File: src/rtl/alu_complex_pkg.sv
// Shared encodings for the multi-cycle complex ALU.
package alu_complex_pkg;

    localparam logic [2:0] OP_MUL = 3'd1;
    localparam logic [2:0] OP_DIV = 3'd2;
    localparam logic [2:0] OP_MOD = 3'd3;
    localparam logic [2:0] OP_SHL = 3'd4;
    localparam logic [2:0] OP_SHR = 3'd5;
    localparam logic [2:0] OP_SRA = 3'd6;

    typedef enum logic [1:0] {
        StIdle = 2'd0,
        StBusy = 2'd1,
        StDone = 2'd2
    } state_e;

    // Ops that need the iterative engine (one bit per cycle).
    function automatic logic is_iter_op(input logic [2:0] op);
        return (op == OP_MUL) || (op == OP_DIV) || (op == OP_MOD);
    endfunction

endpackage

File: src/rtl/alu_iter_core.sv
// Shared shift/add-subtract engine: shift-add multiply or restoring divide,
// one bit per cycle for WIDTH cycles after a start pulse.
module alu_iter_core #(
    parameter int unsigned WIDTH = 32
) (
    input  logic             clock,
    input  logic             reset_n,
    input  logic             start,
    input  logic             mode_div,
    input  logic [WIDTH-1:0] op_a,
    input  logic [WIDTH-1:0] op_b,
    output logic             done,
    output logic [WIDTH-1:0] quo,
    output logic [WIDTH-1:0] rem,
    output logic [WIDTH-1:0] prod
);

    localparam int unsigned CNT_W = $clog2(WIDTH) + 1;

    // acc: product (MUL) or partial remainder (DIV)
    // sr:  multiplier shifting right (MUL) or dividend->quotient shifting left (DIV)
    // dv:  multiplicand shifting left (MUL) or divisor (DIV)
    logic [WIDTH-1:0] acc_q, acc_d;
    logic [WIDTH-1:0] sr_q, sr_d;
    logic [WIDTH-1:0] dv_q, dv_d;
    logic [CNT_W-1:0] cnt_q, cnt_d;
    logic             active_q, active_d;
    logic             div_q, div_d;

    logic [WIDTH:0]   eng_x, eng_y, eng_sum;
    logic             q_bit;

    // Single adder/subtractor shared by both modes.
    always_comb begin
        if (div_q) begin
            eng_x = {acc_q, sr_q[WIDTH-1]};
            eng_y = {1'b0, dv_q};
        end else begin
            eng_x = {1'b0, acc_q};
            eng_y = sr_q[0] ? {1'b0, dv_q} : '0;
        end
        eng_sum = div_q ? (eng_x - eng_y) : (eng_x + eng_y);
        // No borrow means the shifted remainder covered the divisor.
        q_bit   = ~eng_sum[WIDTH];
    end

    // Iteration control and datapath next state.
    always_comb begin
        acc_d    = acc_q;
        sr_d     = sr_q;
        dv_d     = dv_q;
        cnt_d    = cnt_q;
        active_d = active_q;
        div_d    = div_q;
        done     = 1'b0;
        if (start) begin
            acc_d    = '0;
            cnt_d    = '0;
            active_d = 1'b1;
            div_d    = mode_div;
            sr_d     = mode_div ? op_a : op_b;
            dv_d     = mode_div ? op_b : op_a;
        end else if (active_q) begin
            cnt_d = cnt_q + 1'b1;
            if (div_q) begin
                acc_d = q_bit ? eng_sum[WIDTH-1:0] : eng_x[WIDTH-1:0];
                sr_d  = {sr_q[WIDTH-2:0], q_bit};
            end else begin
                acc_d = eng_sum[WIDTH-1:0];
                sr_d  = sr_q >> 1;
                dv_d  = dv_q << 1;
            end
            // Pulse on the edge that performs the final iteration.
            if (cnt_d == CNT_W'(WIDTH)) begin
                active_d = 1'b0;
                done     = 1'b1;
            end
        end
    end

    // Engine state registers.
    always_ff @(posedge clock) begin
        if (!reset_n) begin
            acc_q    <= '0;
            sr_q     <= '0;
            dv_q     <= '0;
            cnt_q    <= '0;
            active_q <= 1'b0;
            div_q    <= 1'b0;
        end else begin
            acc_q    <= acc_d;
            sr_q     <= sr_d;
            dv_q     <= dv_d;
            cnt_q    <= cnt_d;
            active_q <= active_d;
            div_q    <= div_d;
        end
    end

    assign quo  = sr_q;
    assign rem  = acc_q;
    assign prod = acc_q;

endmodule

File: src/rtl/alu_complex_mc.sv
// Multi-cycle complex ALU: one op in flight, tagged result, valid/ready on both sides.
module alu_complex_mc
    import alu_complex_pkg::*;
#(
    parameter int unsigned WIDTH = 32,
    parameter int unsigned TAG_W = 4
) (
    input  logic             clock,
    input  logic             reset_n,
    input  logic             in_valid,
    output logic             in_ready,
    input  logic [WIDTH-1:0] src_a,
    input  logic [WIDTH-1:0] src_b,
    input  logic [2:0]       op,
    input  logic [TAG_W-1:0] in_tag,
    output logic             out_valid,
    input  logic             out_ready,
    output logic [WIDTH-1:0] result,
    output logic [TAG_W-1:0] out_tag,
    output logic             div_by_zero,
    output logic             illegal_op
);

    localparam int unsigned SH_W = $clog2(WIDTH);

    state_e           state_q, state_d;
    logic [2:0]       op_q, op_d;
    logic [TAG_W-1:0] tag_q, tag_d;
    logic [WIDTH-1:0] result_q, result_d;
    logic             dbz_q, dbz_d;
    logic             ill_q, ill_d;
    logic             iter_q, iter_d;

    logic             core_start, core_done;
    logic [WIDTH-1:0] core_quo, core_rem, core_prod, core_res;
    logic [SH_W-1:0]  shamt;
    logic [WIDTH-1:0] shift_res;

    alu_iter_core #(
        .WIDTH (WIDTH)
    ) u_core (
        .clock    (clock),
        .reset_n  (reset_n),
        .start    (core_start),
        .mode_div (op != OP_MUL),
        .op_a     (src_a),
        .op_b     (src_b),
        .done     (core_done),
        .quo      (core_quo),
        .rem      (core_rem),
        .prod     (core_prod)
    );

    // Barrel shifter on the live request; captured into result_q on accept.
    always_comb begin
        shamt = src_b[SH_W-1:0];
        unique case (op)
            OP_SHL:  shift_res = src_a << shamt;
            OP_SHR:  shift_res = src_a >> shamt;
            OP_SRA:  shift_res = (src_a >> shamt) |
                                 (src_a[WIDTH-1] ? ~({WIDTH{1'b1}} >> shamt) : '0);
            default: shift_res = '0;
        endcase
    end

    // FSM next state, request capture and special-case result selection.
    always_comb begin
        state_d    = state_q;
        op_d       = op_q;
        tag_d      = tag_q;
        result_d   = result_q;
        dbz_d      = dbz_q;
        ill_d      = ill_q;
        iter_d     = iter_q;
        core_start = 1'b0;
        unique case (state_q)
            StIdle: begin
                if (in_valid) begin
                    op_d     = op;
                    tag_d    = in_tag;
                    result_d = '0;
                    dbz_d    = 1'b0;
                    ill_d    = 1'b0;
                    iter_d   = 1'b0;
                    state_d  = StDone;
                    if (is_iter_op(op)) begin
                        if (op != OP_MUL && src_b == '0) begin
                            dbz_d    = 1'b1;
                            result_d = (op == OP_DIV) ? '1 : src_a;
                        end else begin
                            core_start = 1'b1;
                            iter_d     = 1'b1;
                            state_d    = StBusy;
                        end
                    end else if (op == OP_SHL || op == OP_SHR || op == OP_SRA) begin
                        result_d = shift_res;
                    end else begin
                        ill_d = 1'b1;
                    end
                end
            end
            StBusy: begin
                if (core_done) state_d = StDone;
            end
            StDone: begin
                if (out_ready) state_d = StIdle;
            end
            default: state_d = StIdle;
        endcase
    end

    // All control and output state, synchronous active-low reset.
    always_ff @(posedge clock) begin
        if (!reset_n) begin
            state_q  <= StIdle;
            op_q     <= '0;
            tag_q    <= '0;
            result_q <= '0;
            dbz_q    <= 1'b0;
            ill_q    <= 1'b0;
            iter_q   <= 1'b0;
        end else begin
            state_q  <= state_d;
            op_q     <= op_d;
            tag_q    <= tag_d;
            result_q <= result_d;
            dbz_q    <= dbz_d;
            ill_q    <= ill_d;
            iter_q   <= iter_d;
        end
    end

    // The engine registers hold their final value until the next start,
    // so iterative results are read straight from them while in DONE.
    always_comb begin
        if (op_q == OP_MUL)      core_res = core_prod;
        else if (op_q == OP_DIV) core_res = core_quo;
        else                     core_res = core_rem;
    end

    assign in_ready    = (state_q == StIdle);
    assign out_valid   = (state_q == StDone);
    assign result      = (out_valid && iter_q) ? core_res : result_q;
    assign out_tag     = tag_q;
    assign div_by_zero = dbz_q;
    assign illegal_op  = ill_q;

endmodule

File: config.mk
export PLATFORM = sky130hd
export DESIGN_NAME = alu_complex_mc
export DESIGN_NICKNAME = d
export VERILOG_FILES = /design/src/rtl/alu_complex_pkg.sv /design/src/rtl/alu_iter_core.sv /design/src/rtl/alu_complex_mc.sv
export SDC_FILE = /design/constraint.sdc
export NUM_CORES = 1
export LEC_CHECK = 0
export ABC_AREA = 1
export CAP_MARGIN = 15
export CORE_AREA = 10 10 216 218
export DETAILED_ROUTE_END_ITERATION = 16
export DIE_AREA = 0 0 226 228
export PLACE_DENSITY = 0.52
export SYNTH_ARGS = -nofsm -noshare
export SYNTH_HDL_FRONTEND = slang
export SYNTH_SLANG_ARGS = --single-unit
File: constraint.sdc
create_clock -name clock -period 4.9 [get_ports clock]
set_clock_uncertainty 0.1 [all_clocks]
set_input_delay 0.735 -clock clock [delete_from_list [all_inputs] [get_ports clock]]
set_output_delay 0.735 -clock clock [all_outputs]
set_load 0.01 [all_outputs]
**Yosys cells after proc, flatten, opt, wreduce, memory -nomap -nowiden**

Cells that the tools add are included.

- Register bits: 148
- Input bits: 75
- Output and inout bits: 40
- Logic and storage cells: 95

- Add/subtract/negate cells: 3
- Equal/unequal tests: 16
- Shift-type cells: 3
- Multiplexer cells: 43
- Bitwise gates (word level): 4
- Reduce and logical (&&, ||, !) cells: 13

Operator list:

| operator | count |
|---|---|
| $mux W32 | 19 |
| $mux W33 | 3 |
| $pmux W32 S3 | 1 |
| $add A33 B33 Y33 | 1 |
| $sub A33 B33 Y33 | 1 |
| $logic_not A32 Y1 | 1 |
| $not A32 Y32 | 1 |
| $or A32 B32 Y32 | 1 |
| $shl A32 B5 Y32 | 1 |
| $shr A32 B5 Y32 | 1 |
| $shr A32 B5 Y32 const A | 1 |
| $mux W1 | 14 |
| $mux W2 | 5 |
| $eq A3 B2 Y1 const B | 3 |
| $eq A3 B3 Y1 const B | 3 |
| $add A6 B1 Y6 const B | 1 |
| $eq A3 B1 Y1 const B | 2 |
| $eq A6 B6 Y1 const B | 1 |
| $ne A2 B2 Y1 const B | 3 |
| $pmux W2 S3 | 1 |
| $logic_or A1 B1 Y1 | 4 |
| $reduce_and A2 Y1 | 2 |
| $ne A3 B1 Y1 const B | 1 |
| $reduce_and A3 Y1 | 1 |
| 8 further kinds | 10 |

**Longest topological paths before layout**

Gate-level depths: netlist of the first run.

- Word-level depth: 9
- Mapped depth: 32
- Mapped depth without buffers: 28

**By module**

A second synthesis of the first run with hierarchy kept.

- Cells, all modules: 2,951
- Area total of the unflattened synthesis: 16,370.7 sq um

Modules (own cells, without submodules):

| module | instances | cells an instance | area each (sq um) | sequential area each (sq um) |
|---|---|---|---|---|
| alu_iter_core | 1 | 1,638 | 9,570.4 | 2,082.0 |
| alu_complex_mc | 1 | 1,313 | 6,800.3 | 880.8 |

**Least setup slack after synthesis of the first run**

No wires, ideal clock.

- Path type: reg2reg
- Start point: reg u_core.div_q
- End point: reg u_core.acc_q[20] (netlist: u_core.prod[20])
- Setup time: 0.132 ns
- Data arrival time: 3.564 ns
- Required time: 4.668 ns
- Setup slack: 1.104 ns
- Cell stages (with the launch flop): 32
- Path buffers: 5
- Clock period less this slack: 3.796 ns
- Path through: dfxtp_1 -> buf_6 -> inv_4 -> nand2_4 -> buf_6 -> buf_2 -> buf_2 -> nand2_1 -> ha_1 -> nand2_1 -> nor2_1 -> nand2_1 -> nor3_2 -> nand3_1 -> nand2_1 -> xnor2_1 -> ha_1 -> nand2_1 -> inv_1 -> a21oi_1 -> nand2_1 -> nand2_1 -> nand2_1 -> inv_1 -> nand2_1 -> nand2_1 -> buf_2 -> nand3_1 -> nand2_1 -> clkinv_1 -> nand2_1 -> a21oi_1

- Word-level cells in the longest chain between the ends: 5
- Elaborated cells on any way between the ends: 7
- Those cells by class: add/sub: 2; mux: 5

Ends and longest elaborated chain:

| item | RTL line | RTL |
|---|---|---|
| from (decl) | alu_iter_core.sv:28 | `logic div_q, div_d;` |
| from (signal assigned) | alu_iter_core.sv:96 | `div_q <= div_d;` |
| $mux W33 | alu_iter_core.sv:35 | `if (div_q) begin` |
| $add A33 B33 Y33 or $sub A33 B33 Y33 (tied branches) | alu_iter_core.sv:42 | `eng_sum = div_q ? (eng_x - eng_y) : (eng_x + eng_y);` |
| $mux W33 | alu_iter_core.sv:42 |  |
| $mux W32 | alu_iter_core.sv:66 | `acc_d = q_bit ? eng_sum[WIDTH-1:0] : eng_x[WIDTH-1:0];` |
| $mux W32 (*) | alu_iter_core.sv:65 | `if (div_q) begin` |
| to (signal assigned) | alu_iter_core.sv:84 | `acc_q <= '0;` |
| to (signal assigned) | alu_iter_core.sv:91 | `acc_q <= acc_d;` |
| to (decl) | alu_iter_core.sv:23 | `logic [WIDTH-1:0] acc_q, acc_d;` |

Mark *: on every way between the ends. The rest lies on a longest branch, timed or not.
A chain may end at the register's enable or synchronous reset.

**Final worst setup path of the first run**

- Start point: reg u_core.div_q
- End point: reg u_core.acc_q[21] (netlist: u_core.prod[21])

Same word-level chain as after synthesis.

==> results.md, run 1 <==
* CP max-delay cell: dfxtp_4
* Die Area at between 50000 and 60000 um^2
* Sink Count at roughly 150
* Layout Area Growth over Synthesis at 13.0%
* Final slew viol count at 0
* Initial DRC count at around 1700
* Reg power frac at 0.231
* Syn Area/Cell at between 5 and 6 um^2
* Int Power at approximately 3.2 mW
* Fmax at 231 MHz
* Kind of critical path: reg2reg
* Status: finished, final reports clean
* R2R depth at 26
* Largest cells by area after synthesis: nand2_1, dfxtp_1, o21ai_0
* Later-pin clock latency in the skew report at about 0.48 ns
* Final setup viols at 0
* Ys async rst share at 0
* Multi-input logic area at 10600 um^2
* DRT Pass-1 Iters at 6
* Global-route wire length before repair at ~110000 um
* DRT Wirelength at 77600 um
* Hpwl dp at 60900 um
* Post-Syn Instances at 2826
* Power density cells at around 360 nW/um^2
* Row count at 76
* DR vias at roughly 19000
* Seq/Total Area, Yosys at 0.192
* Pin count of the biggest net entering global routing at 80
* Ratio of cells with drive above 1 in the final layout at 0.0450
* RSZ-0062 raised after global routing: no
* Combinational Power Share at 0.554
* Synth unique cells at ~50
* Num CTS Buffers at 17
* Worst path max stage delay at ~0.40 ns
* Via density at 5.59
* Die width at approximately 230 um
* CP max FO at 23
* Hold Path Depth at 2
* WL/cell at about 23 um
* Clk network pwr share at 0.215
* Number of I/O pins at 115
* H-tree Lvls at 4
* CTS tree: done
* Worst-margin pin slew at between 1 and 1.5 ns
* IO buf count at 114
* Root buf cell: clkbuf_16
* Post-synth EDFFs at 0
* Initial Util at 0.362
* CP dominant cell by count: nand2_1
* Data required time at the worst endpoint at ~5 ns
* Synthesis warning total at 0
* Maximum vdd drop at between 0.0002 and 0.00025 V
* Clk slew on worst S/H paths at ~0.070 ns
* Final Cycle Share at 0.882
* Synth area leader: nand2_1
* # placed instances at about 3400
* Relative slew slack at 0.249
* Reg area at 2970 um^2
* Count leader, synth: nand2_1
* Sw frac at 0.497
* # DRC at 0
* FILL cells at a little under 5000
* P_sw at approximately 3.1 mW
* RD Place Congestion at between 1 and 1.5
* Max clock buf depth at 2
* GRT Resource Usage Total at 0.292
* Crit start category: flip-flop
* #FFs+latches synth at approximately 150
* Top FF cell, synth: dfxtp_1
* Initial antenna violation count at 0
* Synthesized area at between 15000 and 20000 um^2
* Die Ht at around 230 um
* Routed Antenna Nets at 0
* Final non-filler cell total at 3388
* Maxcap violations at 0
* TNS Setup at 0 ns
* ANT cells at 0
* Crit. End Element: flip-flop
* Hold_buf cts at 0
* Congestion Overflow GR at 0
* Worst hold slack at ~0.36 ns
* P_leak at 7.82 nW
* Fin nets at 2940
* Synth Net Count at between 2000 and 3000
* Hold WC Path Type: reg2reg
* Fin. Hold Viols at 0
* Minimum clock period after layout at around 4.3 ns
* Core area at 42500 um^2
* Synth top area share at 0.224
* Vias in the first global route at 17655
* Worst EP arrival at around 4.6 ns
* Post-synth top cells: nand2_1, o21ai_0, inv_1, nor2_1, a21oi_1
## cells by family (layout without fill, tap and decap cells)
family,after synthesis,count (layout),share of synthesized area
multiplexers,13,13,0.00845
XOR/XNOR,54,54,0.0307
AND/OR/NAND/NOR,1398,1399,0.368
flip-flops,148,148,0.192
adder cells (fa/ha/maj),36,36,0.0297
buffers and inverters,463,478,0.119
AO/OA/AOI/OAI,714,714,0.252
## sequential cells by signal (all words and copies together), names as in the netlist
signal and cells:
u_core.active_q 1, iter_q 1, result_q 32, out_tag 4, u_core.prod 32, u_core.div_q 1
u_core.cnt_q 6, div_by_zero 1, u_core.dv_q 32, op_q 3, u_core.quo 32, illegal_op 1
state_q 2
## power by group through the flow
stage / sequential [mW] / combinational (mW) / clock, mW
floorplan: 1.43 / 2.35 / 0
global placement: 1.48 / 3.45 / 0
detailed placement: 1.48 / 3.43 / 0
CTS: 1.45 / 3.45 / 1.37
global route: 1.47 / 3.85 / 1.43
finish: 1.45 / 3.49 / 1.36
## layer usage
layer / vias to the layer above / global-route usage / wire length (um)
met5: - / 0 / 0
met4: 0 / 0.201 / 5640
met3: 163 / 0.0363 / 4380
met2: 709 / 0.474 / 35900
met1: 8857 / 0.353 / 31600
li1: 9209 / - / -
## stage by stage
stage | worst slack, ns | total power [mW] | cell area [um^2] | utilization
global route | 0.131 | 6.75 | 17400 | 0.409
floorplan | 1.10 | 3.78 | 15400 | -
global placement | 0.399 | 4.92 | 16800 | 0.395
CTS | 0.392 | 6.28 | 17400 | 0.409
finish | 0.580 | 6.30 | 17400 | 0.409
detailed placement | 0.409 | 4.91 | 16800 | 0.395
## worst paths after layout
kind | from | endpoint | slack [ns]
worst min-delay path | iter_q | iter_q | 0.36
worst min register to register | iter_q | iter_q | 0.36
worst max-delay path | u_core.div_q | u_core.prod[21] | 0.58
worst max register to register | u_core.div_q | u_core.prod[21] | 0.58
## final cells by class
cell class,instances,share of cell area
timing repair buffer,154,0.0820
inverter,292,0.0631
multi-input combinational,2216,0.611
tap,546,0.0393
sequential,148,0.171
clock buffer,20,0.0262
clock inverter,12,0.00769
## critical path: cells and delay by family (launching register included)
kind            cells  cell delay [ns]
xor+xnor            1             0.36
simple gates       18             2.13
buf+inv             4             0.65
compound gates      2             0.19
flops               1             0.40
fa+ha+maj           1             0.34
## cells in the final DEF (no fill, tap or decap), drive strengths merged, types with 13 or more instances in the layout
master	Yosys	routed
o21a	18	18
clkdlybuf4s50	0	111
nand2	924	924
ha	35	35
dfxtp	148	148
a21oi	163	163
xnor2	20	20
a31oi	35	35
inv	287	293
xor2	34	34
nand3	139	140
o21ai	405	405
mux2i	13	13
buf	63	43
o211ai	16	16
nor2	280	280
o22ai	34	34
a22oi	25	25
nand4	27	27
clkbuf	108	20
## repair_timing
item / 4_1_cts / 5_1_grt
setup endpoints to repair: 0 / 2
endpoints found under the hold margin: 0 / 0
setup buffers: 0 / 0
gates resized for setup: 0 / 2
No activity file was read; power rests on OpenSTA's default activity.
==> run 2: changes to the inputs <==
- CORE_AREA: 10 10 216 218 -> 8 8 214 216
- DIE_AREA: 0 0 226 228 -> 0 0 222 224
==> run 2 against run 1 <==
Worst hold slack improved by 0.0036 ns; critical endpoint is now u_core.prod[0]; routed wire length fell by 1.5%; sequential power barely moved.
==> results.md, run 2 (synthesis gave the netlist of run 1 again) <==
* Status: finished, final reports clean (unchanged)
* CTS tree: done (unchanged)
* Sink Count at 148 (unchanged)
* Initial DRC count at 1871 (was 1713)
* Power density cells at 365 nW/um^2 (was 362 nW/um^2)
* Later-pin clock latency in the skew report at 0.47 ns (was 0.48 ns)
* CP dominant cell by count: nand2_1 (unchanged)
* Maxcap violations at 0 (unchanged)
* Core area at 42500 um^2 (unchanged)
* Fmax at 220 MHz (was 231 MHz)
* Pin count of the biggest net entering global routing at 83 (was 80)
* TNS Setup at 0 ns (unchanged)
* Kind of critical path: reg2reg (unchanged)
* Post-Route Utilization at 0.410 (was 0.409)
* Crit start category: flip-flop (unchanged)
* # DRC at 0 (unchanged)
* Worst path max stage delay at 0.45 ns (was 0.40 ns)
* CP max-delay cell: dfxtp_4 (unchanged)
* Hpwl dp at 59400 um (was 60900 um)
* Clk slew on worst S/H paths at 0.07 ns (about the same)
* Number of I/O pins at 115 (unchanged)
* DR vias at 19026 (was 18938)
* Placed Instance Area at 16800 um^2 (about the same)
* RSZ-0062 raised after global routing: no (unchanged)
* Max clock buf depth at 2 (unchanged)
* Design Power at 6.36 mW (was 6.30 mW)
* Worst EP arrival at 4.78 ns (was 4.57 ns)
* WL/cell at 22.6 um (was 22.9 um)
* Fin. Hold Viols at 0 (unchanged)
* Congestion Overflow GR at 0 (unchanged)
* Via density at 5.62 (was 5.59)
* Worst path cell trace: nor2_4 -> nor2_1 -> nor2_1 -> nand2_1 -> nor2_2 -> nand4_1 -> nor2_2 -> nor2_1 -> xnor2_1 -> ha_1 -> nand2_1 -> inv_1 -> nand2_1 -> nand2_1 -> a21oi_1 -> nand2_1 -> a21oi_2 -> nand2_4 -> nand3_2 -> nand2_1 -> nand3_1 -> a21oi_1
* Vias in the first global route at 18184 (was 17655)
* Global-route wire length before repair at 112000 um (was 113000 um)
* Layout Area Growth over Synthesis at 13.1% (was 13.0%)
* RD Place Congestion at 0.992 (was 1.00)
* Root buf cell: clkbuf_16 (unchanged)
* Num CTS Buffers at 17 (unchanged)
* Worst-margin pin slew at 1.05 ns (was 1.12 ns)
* IO buf count at 114 (unchanged)
* GRT Resource Usage Total at 0.297 (was 0.292)
* Hold WC Path Type: reg2reg (unchanged)
* Initial antenna violation count at 0 (unchanged)
* Maximum vdd drop at 0.000191 V (was 0.000229 V)
* Die width at 222 um (was 226 um)
* Worst Slack Setup Final at 0.349 ns (was 0.580 ns)
* Commonest non-fill, non-tap cells in the layout: nand2_1, o21ai_0, inv_1 (unchanged)
* Final slew viol count at 0 (unchanged)
* CP max FO at 26 (was 23)
* Commonest non-fill, non-tap cell in the layout: nand2_1 (unchanged)
* Ratio of cells with drive above 1 in the final layout at 0.0433 (was 0.0450)
* Data required time at the worst endpoint at 5.13 ns (was 5.15 ns)
* Die Area at 49700 um^2 (was 51500 um^2)
* Post-CTS setup buffer count at 0 (unchanged)
* Initial Util at 0.362 (unchanged)
* Routed Antenna Nets at 0 (unchanged)
* Final instance area at 17400 um^2 (about the same)
* Final setup viols at 0 (unchanged)
* DRT Pass-1 Iters at 7 (was 6)
* Relative slew slack at 0.300 (was 0.249)
* Crit. End Element: flip-flop (unchanged)
* P_leak at 7.82 nW (about the same)
* Minimum clock period after layout at 4.55 ns (was 4.32 ns)
* DRT Wirelength at 76500 um (was 77600 um)
* DP Worst Slack at 0.295 ns (was 0.409 ns)
* Final Cycle Share at 0.929 (was 0.882)
* H-tree Lvls at 4 (unchanged)
* Fin nets at 2938 (was 2940)
* Row count at 76 (unchanged)
* Die Ht at 224 um (was 228 um)
run 2: worst paths after layout:
kind                startpoint              to  slack [ns]  depth (start not counted)
setup / recovery  u_core.div_q  u_core.prod[0]        0.35                         22
hold reg to reg         iter_q          iter_q        0.37                          2
hold / removal          iter_q          iter_q        0.37                          2
setup reg to reg  u_core.div_q  u_core.prod[0]        0.35                         22
run 2: final cells by class:
class | instances | area [um^2]
Multi-Input combinational cell | 2218 | 10700
Clock inverter | 10 | 145
Clock buffer | 20 | 468
Fill cell | 4889 | 25100
Sequential cell | 148 | 2970
Tap cell | 546 | 683
Timing Repair Buffer | 150 | 1410
Antenna cell | 1 | 2.50
Inverter | 292 | 1100
run 2: what timing repair did:
item                                   in CTS  in global routing
setup endpoints to repair                   0                 33
resized for setup                           0                  4
hold buffers                                0                  0
endpoints found under the hold margin       0                  0
run 2: power breakdown:
group	switching (mW)	internal [mW]	total (mW)	leakage (nW)
Clock	0.580	0.844	1.42	0.300
Combinational	2.38	1.10	3.48	6.31
Sequential	0.138	1.32	1.46	1.21
Total	3.10	3.27	6.36	7.82
run 2: layer usage:
metal,vias to the layer above,track usage,share of wire
li1,9218,-,-
met1,8867,0.352,0.40
met2,755,0.490,0.46
met3,186,0.0428,0.061
met4,0,0.218,0.078
met5,-,0,0
run 2: through the flow:
| step | std cells | hold WS (ns) |
|---|---|---|
| 3_5_place_dp | 3351 | 0.357 |
| 2_1_floorplan | 2826 | 0.341 |
| 3_3_place_gp | 3351 | 0.355 |
| 5_1_grt | 3384 | 0.394 |
| 4_1_cts | 3381 | 0.366 |
| 6_report | 3385 | 0.366 |
run 2: critical path, delay by kind of cell, from the launching register on:
family                     cells  cell delay (ns)
AOI/OAI and AO/OA              3             0.58
xor gates and xnor gates       1             0.35
adders and majority gates      1             0.34
buffers and inverters          1             0.07
DFF                            1             0.45
and+or+nand+nor               16             2.51
